$ cat src/rtl/instruction_memory_reader.sv
// Read-back engine for the instruction memory: walks an address range through a
// dedicated read port, streams each word with its address on a valid/ready
// interface and keeps a running 32-bit checksum of every word read.
module instruction_memory_reader #(
    parameter int unsigned DEPTH            = 256,
    parameter int unsigned MEM_READ_LATENCY = 1,
    parameter bit          SKIP_ZERO        = 1'b0
) (
    input  logic        clk,
    input  logic        reset,
    input  logic        start,
    input  logic [31:0] first_address,
    input  logic [31:0] last_address,
    output logic        mem_read_en,
    output logic [31:0] mem_read_address,
    input  logic [31:0] mem_read_data,
    output logic        out_valid,
    input  logic        out_ready,
    output logic [31:0] out_address,
    output logic [31:0] out_instruction,
    output logic        busy,
    output logic        done,
    output logic        error,
    output logic [31:0] checksum
);

    localparam logic [31:0] DEPTH_W = 32'(DEPTH);

    typedef enum logic [2:0] {
        StIdle,
        StRead,
        StWait,
        StCapture,
        StPresent,
        StFinish
    } state_t;

    state_t      state_q, state_d;
    logic [31:0] counter_q, counter_d;
    logic [31:0] last_q, last_d;
    logic [31:0] out_address_q, out_address_d;
    logic [31:0] out_instruction_q, out_instruction_d;
    logic [31:0] checksum_q, checksum_d;
    logic        reject_q, reject_d;
    logic        at_last;

    // The last-address compare happens before any increment, so the counter never wraps.
    assign at_last = (counter_q == last_q);

    // State register: reset aborts a dump immediately, with no done pulse.
    always_ff @(posedge clk or posedge reset) begin
        if (reset) begin
            state_q <= StIdle;
        end else begin
            state_q <= state_d;
        end
    end

    // Datapath registers: counter, bounds, presented word, checksum, reject pulse.
    always_ff @(posedge clk or posedge reset) begin
        if (reset) begin
            counter_q         <= '0;
            last_q            <= '0;
            out_address_q     <= '0;
            out_instruction_q <= '0;
            checksum_q        <= '0;
            reject_q          <= 1'b0;
        end else begin
            counter_q         <= counter_d;
            last_q            <= last_d;
            out_address_q     <= out_address_d;
            out_instruction_q <= out_instruction_d;
            checksum_q        <= checksum_d;
            reject_q          <= reject_d;
        end
    end

    // Next-state and datapath updates; the address advance is shared by the
    // handshake in PRESENT and the zero-word bypass in CAPTURE.
    always_comb begin
        state_d           = state_q;
        counter_d         = counter_q;
        last_d            = last_q;
        out_address_d     = out_address_q;
        out_instruction_d = out_instruction_q;
        checksum_d        = checksum_q;
        reject_d          = 1'b0;
        mem_read_en       = 1'b0;

        unique case (state_q)
            StIdle: begin
                if (start) begin
                    if ((first_address <= last_address) && (last_address < DEPTH_W)) begin
                        last_d     = last_address;
                        counter_d  = first_address;
                        checksum_d = '0;
                        state_d    = StRead;
                    end else begin
                        reject_d = 1'b1;
                    end
                end
            end
            StRead: begin
                mem_read_en = 1'b1;
                state_d     = (MEM_READ_LATENCY == 1) ? StWait : StCapture;
            end
            StWait: begin
                state_d = StCapture;
            end
            StCapture: begin
                out_instruction_d = mem_read_data;
                out_address_d     = counter_q;
                checksum_d        = checksum_q + mem_read_data;
                if (SKIP_ZERO && (mem_read_data == 32'h0)) begin
                    if (at_last) begin
                        state_d = StFinish;
                    end else begin
                        counter_d = counter_q + 32'd1;
                        state_d   = StRead;
                    end
                end else begin
                    state_d = StPresent;
                end
            end
            StPresent: begin
                if (out_ready) begin
                    if (at_last) begin
                        state_d = StFinish;
                    end else begin
                        counter_d = counter_q + 32'd1;
                        state_d   = StRead;
                    end
                end
            end
            StFinish: begin
                state_d = StIdle;
            end
            default: begin
                state_d = StIdle;
            end
        endcase
    end

    // Address is held at the counter so a combinational memory still returns
    // the right word during CAPTURE.
    assign mem_read_address = counter_q;
    assign out_valid        = (state_q == StPresent);
    assign out_address      = out_address_q;
    assign out_instruction  = out_instruction_q;
    assign busy             = (state_q != StIdle);
    assign done             = (state_q == StFinish) | reject_q;
    assign error            = reject_q;
    assign checksum         = checksum_q;

endmodule
$ cat config.mk
export PLATFORM = sky130hd
export DESIGN_NAME = instruction_memory_reader
export DESIGN_NICKNAME = d
export VERILOG_FILES = /design/src/rtl/instruction_memory_reader.sv
export SDC_FILE = /design/constraint.sdc
export NUM_CORES = 1
export LEC_CHECK = 0
export CAP_MARGIN = 20
export CORE_AREA = 3 3 194 177
export CTS_CLUSTER_SIZE = 25
export DETAILED_ROUTE_END_ITERATION = 8
export DIE_AREA = 0 0 197 180
export PLACE_DENSITY_LB_ADDON = 0.05
export SLEW_MARGIN = 20
export SYNTH_ARGS = -nofsm -noshare
export SYNTH_HDL_FRONTEND = slang
export SYNTH_SLANG_ARGS = --single-unit
$ cat constraint.sdc
create_clock -name clk -period 7.94 [get_ports clk]
set_clock_uncertainty 0.05 [all_clocks]
set_input_delay 1.588 -clock clk [delete_from_list [all_inputs] [get_ports clk]]
set_output_delay 1.588 -clock clk [all_outputs]
set_load 0.05 [all_outputs]
; ---- Yosys cells after proc, flatten, opt, wreduce, memory -nomap -nowiden
; Cells that the tools add are included.
[classes]
add_sub_neg = 2
order_cmp = 2
n_eq_ne = 10
n_mux = 17
bitwise = 1
n_reduce_logical = 9
[op_table]
columns = operator, count
row1 = 32-bit two-way mux, 6
row2 = 32-bit case mux with 2 select lines, 2
row3 = "32-bit by 1-bit adder with 32-bit output, second input constant", 1
row4 = 32-bit adder, 1
row5 = 32-bit == test, 1
row6 = 32-bit <= comparator, 1
row7 = "32-bit by 9-bit < comparator with 1-bit output, second input constant", 1
row8 = 3-bit case mux with 5 select lines, 1
row9 = 3-bit two-way mux, 4
row10 = 3-bit AND reduction, 3
row11 = "3-bit by 2-bit == test with 1-bit output, second input constant", 2
row12 = "3-bit == test, second input constant", 2
row13 = "2-bit inequality test, second input constant", 3
row14 = 5-bit AND reduction, 1
row15 = 1-bit two-way mux, 4
row16 = 2-bit nonzero test, 2
row17 = "3-bit by 1-bit == test with 1-bit output, second input constant", 1
row18 = 3-bit zero test, 1
row19 = 3-bit nonzero test, 1
row20 = "2-bit by 1-bit inequality test with 1-bit output, second input constant", 1
row21 = 1-bit logical AND, 1
row22 = 1-bit OR, 1
[word_totals]
ff_bits = 164
in_bits = 100
output_inout_bits = 133
word_cells = 48

; ---- Depth between registers and ports, before layout
; Gate-level depths: netlist (run 1).
[depth]
depth_word = 5
mapped_depth = 12
depth_no_buf = 10

; ---- Worst setup path before layout (run 1)
; Ideal clock, no wire load.
[synth_path]
path_kind = input-to-reg
from = input last_address[13]
to = register counter_q[9] (netlist: mem_read_address[9])
setup_ns = 0.078
t_arrival_ns = 3.688
required_ns = 7.812
path_slack_ns = 4.124
cell_stages = 12
path_buffers = 2
path_cell_list = inv_1 ha_1 a21o_1 a21o_1 a221o_1 nor3_1 a2bb2oi_1 a41o_1 buf_2 clkbuf_1 a31oi_1 a21oi_1
[synth_between]
elab_chain_len = 4
elab_cells_between_ends = 5
cone_classes = order compare: 2 / eq/ne: 1 / reduce/logical: 2
[synth_rtl]
columns = element, line
row1 = start: declaration, 13  ; input logic [31:0] last_address,
row2 = 32-bit <= comparator / 32-bit by 9-bit < comparator with 1-bit output (equally long branches), 93  ; if ((first_address <= last_address) && (last_address < DEPTH_W)) begin
row3 = 1-bit logical AND *, 93
row4 = 2-bit inequality test (no line) *, -
row5 = 5-bit AND reduction (no line) *, -
row6 = end signal: assignment, 69  ; counter_q <= counter_d;
row7 = end: declaration, 39  ; logic [31:0] counter_q, counter_d;
; Mark *: on every way between the ends. The rest lies on a longest branch, timed or not.
; A chain may end at the register's enable or synchronous reset.

; ---- Worst setup path in the final report (run 1)
[layout_path]
from = input last_address[29]
to = register counter_q[0] (netlist: mem_read_address[0])
; The elaborated chain is that of the path after synthesis.

==> results of run 1 <==
==> logic make-up (layout without fill, tap and decap cells) <==
| family | count (synthesis) | count (layout) | share of synthesized area |
|---|---|---|---|
| buffers and inverters | 120 | 327 | 0.04923 |
| muxes | 2 | 2 | 0.002197 |
| DFF | 164 | 164 | 0.4238 |
| and+or+nand+nor | 457 | 457 | 0.2163 |
| AOI/OAI and AO/OA | 270 | 270 | 0.1703 |
| xor gates and xnor gates | 59 | 59 | 0.05337 |
| adders and majority gates | 65 | 65 | 0.08477 |
==> per-layer routing <==
metal,wire length (µm),vias up,GRT usage
met3,1976,24,0.04442
met5,0,-,0
met4,462,0,0.03791
li1,-,4347,-
met2,14230,262,0.2703
met1,17660,4237,0.2994
==> cells in the mapped netlist (2+ instances only) <==
master	count
a2111oi_0	3
a211oi_1	10
a21o_1	16
a21oi_1	68
a221o_1	4
a221oi_1	2
a22o_1	2
a2bb2oi_1	2
a31o_2	3
a31oi_1	33
and2_1	31
and3_1	8
and4_1	5
buf_2	12
buf_4	3
clkbuf_1	50
dfrtp_1	164
ha_1	64
inv_1	54
nand2_1	268
nand2b_1	2
nand3_1	49
nand4_1	23
nor2_1	28
nor2b_1	3
nor3_1	14
nor3b_1	2
nor4_1	8
o2111ai_1	2
o211ai_1	6
o21a_1	2
o21ai_0	69
o21ai_1	14
o21bai_1	4
o221ai_1	2
o22ai_1	10
o31ai_1	7
or3_1	6
or3_4	3
xnor2_1	43
xor2_1	16
==> worst max-delay path: cells and delay by family <==
kind | cells | cell delay, ps
AND/OR/NAND/NOR | 5 | 1570
adder cells (fa/ha/maj) | 1 | 290
AO/OA/AOI/OAI | 3 | 660
buffers and inverters | 4 | 1360
==> flip-flops by register name, summed over array words and instances, names as in the netlist <==
name and flops:
out_address 32, checksum 32, mem_read_address 32, out_instruction 32, error 1, last_q 32
state_q 3
==> layout make-up <==
cell class / count / area [µm²]
Clock buffer: 23 / 467.9
Clock inverter: 8 / 78.83
Fill cell: 3398 / 19740
Inverter: 55 / 211.5
Multi-Input combinational cell: 853 / 5116
Sequential cell: 164 / 4104
Tap cell: 422 / 528.0
Timing Repair Buffer: 241 / 2390
==> worst max-delay path by stage <==
| stage | startpoint | to | cells past startpoint |
|---|---|---|---|
| final | last_address[29] | mem_read_address[0] | 13 |
| after floorplan | reset | checksum[0] | 1 |
| after detailed placement | last_address[23] | mem_read_address[0] | 13 |
| after global placement | last_address[29] | mem_read_address[0] | 13 |
| after global routing | last_address[27] | mem_read_address[1] | 13 |
| after CTS | first_address[23] | mem_read_address[0] | 12 |
==> power groups by stage <==
stage	clock (W)	sequential [W]	combinational, W
final	0.000803	0.00154	0.00348
after detailed placement	0	0.00156	0.00348
after global routing	0.000868	0.00160	0.00376
after global placement	0	0.00156	0.00348
after CTS	0.000832	0.00155	0.00350
after floorplan	0	0.00247	0.00135
==> stage by stage <==
step,hold WS [ps],utilization
finish,421.3,0.3952
global route,443.1,0.3952
CTS,429.3,0.3952
detailed placement,412.6,0.3784
global placement,407.4,0.3784
floorplan,423.6,-
==> summary.txt, run 1 <==
Clock network
  • Clock Latency Late Sink: 430 ps
  • Root buf cell: clkbuf_16
  • # resized after CTS: 0
  • CTS max path bufs: 2
  • Htree depth: 4
  • # hold bufs at CTS: 0
  • Clk sink count: 164
  • Post-CTS Setup Bufs: 0
  • Worst-path clk slew: 60 ps
  • CTS tree: done
  • Total CTS buffers: 17

Cells and area
  • Final cell count without fillers: 1,766
  • Final instance area: 12,900 µm²
  • Most frequent cells in the layout: nand2_1, clkdlybuf4s50_1, dfrtp_1
  • Final net count: 1,497
  • Number of antenna diodes: 0
  • Share of layout cells above drive strength 1: 0.04167
  • Area Overhead vs Synth: 33.18%
  • Most common cell after layout, fill and taps aside: nand2_1

Logic synthesis
  • Synth Instances: 1,137
  • Syn_area_per_cell: 8.516 µm²
  • Sequential share of the synthesized area: 0.4238
  • Syn_nets: 1,302
  • Ys async rst share: 1.000
  • Top-area cell type share of the netlist area: 0.4238
  • Yosys cell types: 63
  • Ys flop type: dfrtp_1
  • Top cells by area, synth: dfrtp_1, nand2_1, ha_1
  • Yosys warning total: 0
  • Area leader, netlist: dfrtp_1
  • Post-synth EDFFs: 0
  • Synthesized area: 9683 µm²
  • Synthesized flop and latch total: 164

Power
  • PD cells: 451.6 nW/µm²
  • Switch share: 0.5237
  • Psw: 0.003050 W
  • Power share of the sequential group: 0.265
  • Logic pwr share: 0.597
  • Internal cell power: 0.002774 W
  • VDD IR-drop max: 0.2086 mV
  • Final Power: 0.005824 W
  • Pleak: 5.722 nW
  • Clock power frac: 0.138

Drt
  • WL per Instance: 19.43 µm
  • Post-DR vias/cell: 5.023
  • ANT nets after route: 0
  • Drt initial violations: 572
  • DRC errors left: 0
  • Via Count: 8,870
  • DR pass1 iterations: 5
  • Total routed wirelength: 34.32 mm

Die
  • Die W: 197 µm
  • Number of cell rows: 63
  • CORE AREA: 32,630 µm²
  • Die area: 35,460 µm²
  • Chip Height: 180 µm
  • I/O Pins: 233
  • Initial Util: 0.2967

Place
  • Dpl cells: 1,735
  • Port Buffers: 232
  • Placed cell areas: 12,350 µm²
  • Worst Setup Slack post-DPL: 2335 ps
  • Final GP Congestion: 0.8360
  • DPL Wire Length: 24.79 mm

Global routing
  • Initial antenna violation count: 0
  • Pin count of the biggest net entering global routing: 98
  • First-pass GRT wire length: 53.39 mm
  • Gr usage total: 0.1923
  • GRT Residual Overflow: 0
  • Vias in the first global route: 8,702

Min path
  • Hold Path Sink: out_instruction[9]
  • Min-delay src: out_instruction[9]
  • Worst Hold Depth: 2
  • Worst min-delay path category: register to register

Critical path
  • RR Startpoint: checksum[1]
  • Reg-to-Reg End: checksum[25]
  • Max FO, Critical Path: 36
  • Worst path cell trace: clkdlybuf4s50_1, inv_1, ha_1, nand4_1, nor4bb_1, nand2_1, nand2_1, a2bb2oi_1, a41o_1, buf_4, and2_1, buf_4, a31o_2
  • Crit start category: primary input
  • CP endpoint kind: register
  • R2R cell count: 9
  • Worst path arrival time: 5510 ps
  • Worst EP required: 8260 ps
  • Crit Path Class: primary input to register
  • Max incr delay on CP: 650 ps
  • Critical-path top delay cell: nor4bb_1
  • Reg2Reg Setup Slack: 4380 ps

Flow run
  • Max-cap violations: 0

Timing
  • Relative slew slack: 0.1914
  • Fmax: 192.5 MHz
  • Tcrit/Tclk final: 0.6542
  • Max-slew violation count: 0
  • Count of final hold-check violations: 0
  • RSZ-0062 raised after global routing: no
  • Final setup viols: 0
  • Final setup TNS: 0 ps
  • Worst Slack Setup Final: 2746 ps
  • Tightest Pin Transition: 1182 ps
  • Final min period: 5194 ps

Outcome
  • Outcome: complete, no violations
(Power assumes the default switching activity.)
==> run 2: changes to the inputs <==
==> constraint.sdc (replaced) <==
create_clock -name clk -period 4.2 [get_ports clk]
set_clock_uncertainty 0.05 [all_clocks]
set_input_delay 0.84 -clock clk [delete_from_list [all_inputs] [get_ports clk]]
set_output_delay 0.84 -clock clk [all_outputs]
set_load 0.05 [all_outputs]
==> run 2 against run 1 <==
Effect of this change:
- sequential share of layout area is 0.57 points lower
- design area is 1.8% higher
- clock-buffer cell count is 5 lower
- die area stayed put
- worst setup slack worse by 2200 ps
- non-clock buffer count is 19 higher
- critical path depth is 10 lower
- sequential power is 90% higher
- register-to-register slack worse by 3600 ps
- core utilization is 0.72 points higher
- largest cell class unchanged
- highest routed layer unchanged
==> summary.txt, run 2 (same netlist as run 1, synthesis figures left out) <==
Global routing
  • GRT Residual Overflow: 0 (unchanged)
  • Vias in the first global route: 8,703 (+0.011%)
  • Gr usage total: 0.1941 (+0.001743)
  • Initial antenna violation count: 0 (unchanged)
  • First-pass GRT wire length: 53.70 mm (+0.58%)
  • Pin count of the biggest net entering global routing: 86 (-12%)

Drt
  • Drt initial violations: 593 (+3.7%)
  • Total routed wirelength: 34.48 mm (+0.45%)
  • ANT nets after route: 0 (unchanged)
  • Post-DR vias/cell: 4.984 (-0.77%)
  • DR pass1 iterations: 5 (unchanged)
  • WL per Instance: 19.30 µm (-0.68%)
  • DRC errors left: 0 (unchanged)
  • Via Count: 8,901 (+0.35%)

Die
  • I/O Pins: 233 (unchanged)
  • Chip Height: 180 µm (unchanged)
  • Initial Util: 0.2967 (unchanged)
  • CORE AREA: 32,630 µm² (unchanged)
  • Number of cell rows: 63 (unchanged)
  • Die area: 35,460 µm² (unchanged)
  • Die W: 197 µm (unchanged)

Timing
  • Count of final hold-check violations: 0 (unchanged)
  • Final setup TNS: 0 ps (unchanged)
  • Max-slew violation count: 0 (unchanged)
  • Tcrit/Tclk final: 0.8815
  • Fmax: 270.1 MHz
  • Relative slew slack: 0.3811 (+0.1897)
  • RSZ-0062 raised after global routing: no
  • Final setup viols: 0 (unchanged)
  • Worst Slack Setup Final: 497.7 ps (-2248 ps)
  • Tightest Pin Transition: 928.3 ps (-254.0 ps)
  • Final min period: 3702 ps

Critical path
  • R2R cell count: 9 (unchanged)
  • CP Capture Point: out_valid
  • Crit Path Class: register to primary output
  • Worst EP required: 3310 ps (-4950 ps)
  • Crit path launch: state_q[2]
  • Reg2Reg Setup Slack: 740 ps (-3640 ps)
  • Reg-to-Reg End: mem_read_address[0]
  • CP endpoint kind: primary output
  • Max FO, Critical Path: 24 (-33%)
  • RR Startpoint: state_q[2]
  • Worst path arrival time: 2810 ps (-2700 ps)
  • Crit start category: register

Clock network
  • # hold bufs at CTS: 0 (unchanged)
  • CTS tree: done
  • Worst-path clk slew: 70 ps (about the same)
  • Clk sink count: 164 (unchanged)
  • Total CTS buffers: 17 (unchanged)
  • Post-CTS Setup Bufs: 0 (unchanged)
  • Htree depth: 4 (unchanged)
  • Clock Latency Late Sink: 440 ps (about the same)
  • # resized after CTS: 0 (unchanged)
  • Root buf cell: clkbuf_16
  • CTS max path bufs: 2 (unchanged)

Cells and area
  • Filler instances: 3,382 (-0.47%)
  • Most frequent cells in the layout: nand2_1, clkdlybuf4s50_1, dfrtp_1
  • Share of layout cells above drive strength 1: 0.05865 (+0.01698)
  • Number of antenna diodes: 0 (unchanged)
  • Multi-input gate area: 5116 µm² (unchanged)
  • Final net count: 1,516 (+1.3%)
  • Most common cell after layout, fill and taps aside: nand2_1
  • Area Overhead vs Synth: 35.61%
  • FF/Latch Area: 4104 µm² (unchanged)

Outcome
  • Outcome: complete, no violations

Flow run
  • Max-cap violations: 0 (unchanged)

Power
  • Pleak: 5.853 nW (+2.3%)
  • PD cells: 854.8 nW/µm² (+89%)
  • VDD IR-drop max: 0.4585 mV (+120%)

Place
  • Worst Setup Slack post-DPL: 215.9 ps (-2119 ps)
  • Final GP Congestion: 0.8286 (-0.89%)
  • DPL Wire Length: 25.76 mm (+3.9%)
  • Port Buffers: 232 (unchanged)

Min path
  • Worst min-delay path category: register to register
==> run 2: cell count changes in the layout (fill, tap and decap cells not counted) <==
cell | previous run | this run
buf_4 | 9 | 24
buf_12 | 0 | 4
clkbuf_1 | 4 | 0
inv_6 | 1 | 4
clkinvlp_4 | 1 | 3
bufinv_16 | 1 | 2
clkbuf_8 | 2 | 1
==> run 2: per-layer routing <==
layer | wire length [µm] | vias up | GRT usage
li1 | - | 4393 | -
met1 | 17730 | 4229 | 0.3024
met2 | 14670 | 256 | 0.2802
met3 | 1757 | 23 | 0.03748
met4 | 314 | 0 | 0.03335
met5 | 0 | - | 0
==> run 2: how the worst min path moves through the flow <==
stage	endpoint	startpoint	cells after the start	slack (ps)
finish	out_address[30]	out_address[30]	2	420
floorplan	last_q[17]	last_q[17]	1	420
global route	out_instruction[30]	out_instruction[30]	2	440
detailed placement	out_instruction[22]	out_instruction[22]	2	410
CTS	out_instruction[7]	out_instruction[7]	2	430
global placement	out_instruction[6]	out_instruction[6]	2	410
==> run 2: cell type report <==
class | count | share of cell area
clock buffers | 18 | 0.03344
clock inverters | 14 | 0.01153
inverters | 55 | 0.01601
multi-input cells | 853 | 0.3896
flip-flops and latches | 164 | 0.3125
well taps | 422 | 0.04021
repair buffers | 260 | 0.1967
==> run 2: power breakdown <==
part	switching [W]	internal (W)	total (W)	leakage [nW]
clock network	0.000717	0.000900	0.00162	0.287
logic	0.00438	0.00231	0.00668	3.50
registers	0.000740	0.00218	0.00292	2.07
==> run 2: per-stage QoR <==
step / utilization / cells / instance area, µm² / total power (W) / hold WS (ps)
finish: 0.4024 / 1786 / 13130 / 0.01122 / 422.2
detailed placement: 0.3843 / 1754 / 12540 / 0.009658 / 411.0
global route: 0.4024 / 1786 / 13130 / 0.01197 / 435.7
CTS: 0.4024 / 1786 / 13130 / 0.01135 / 429.7
floorplan: - / 1137 / 9687 / 0.007223 / 423.6
global placement: 0.3843 / 1754 / 12540 / 0.009647 / 407.7
==> run 2: critical path, stage by stage (launching register included) <==
cell	delay, ps
dfrtp_1	910
nand2_1	180
inv_2	380
clkdlybuf4s50_1	900
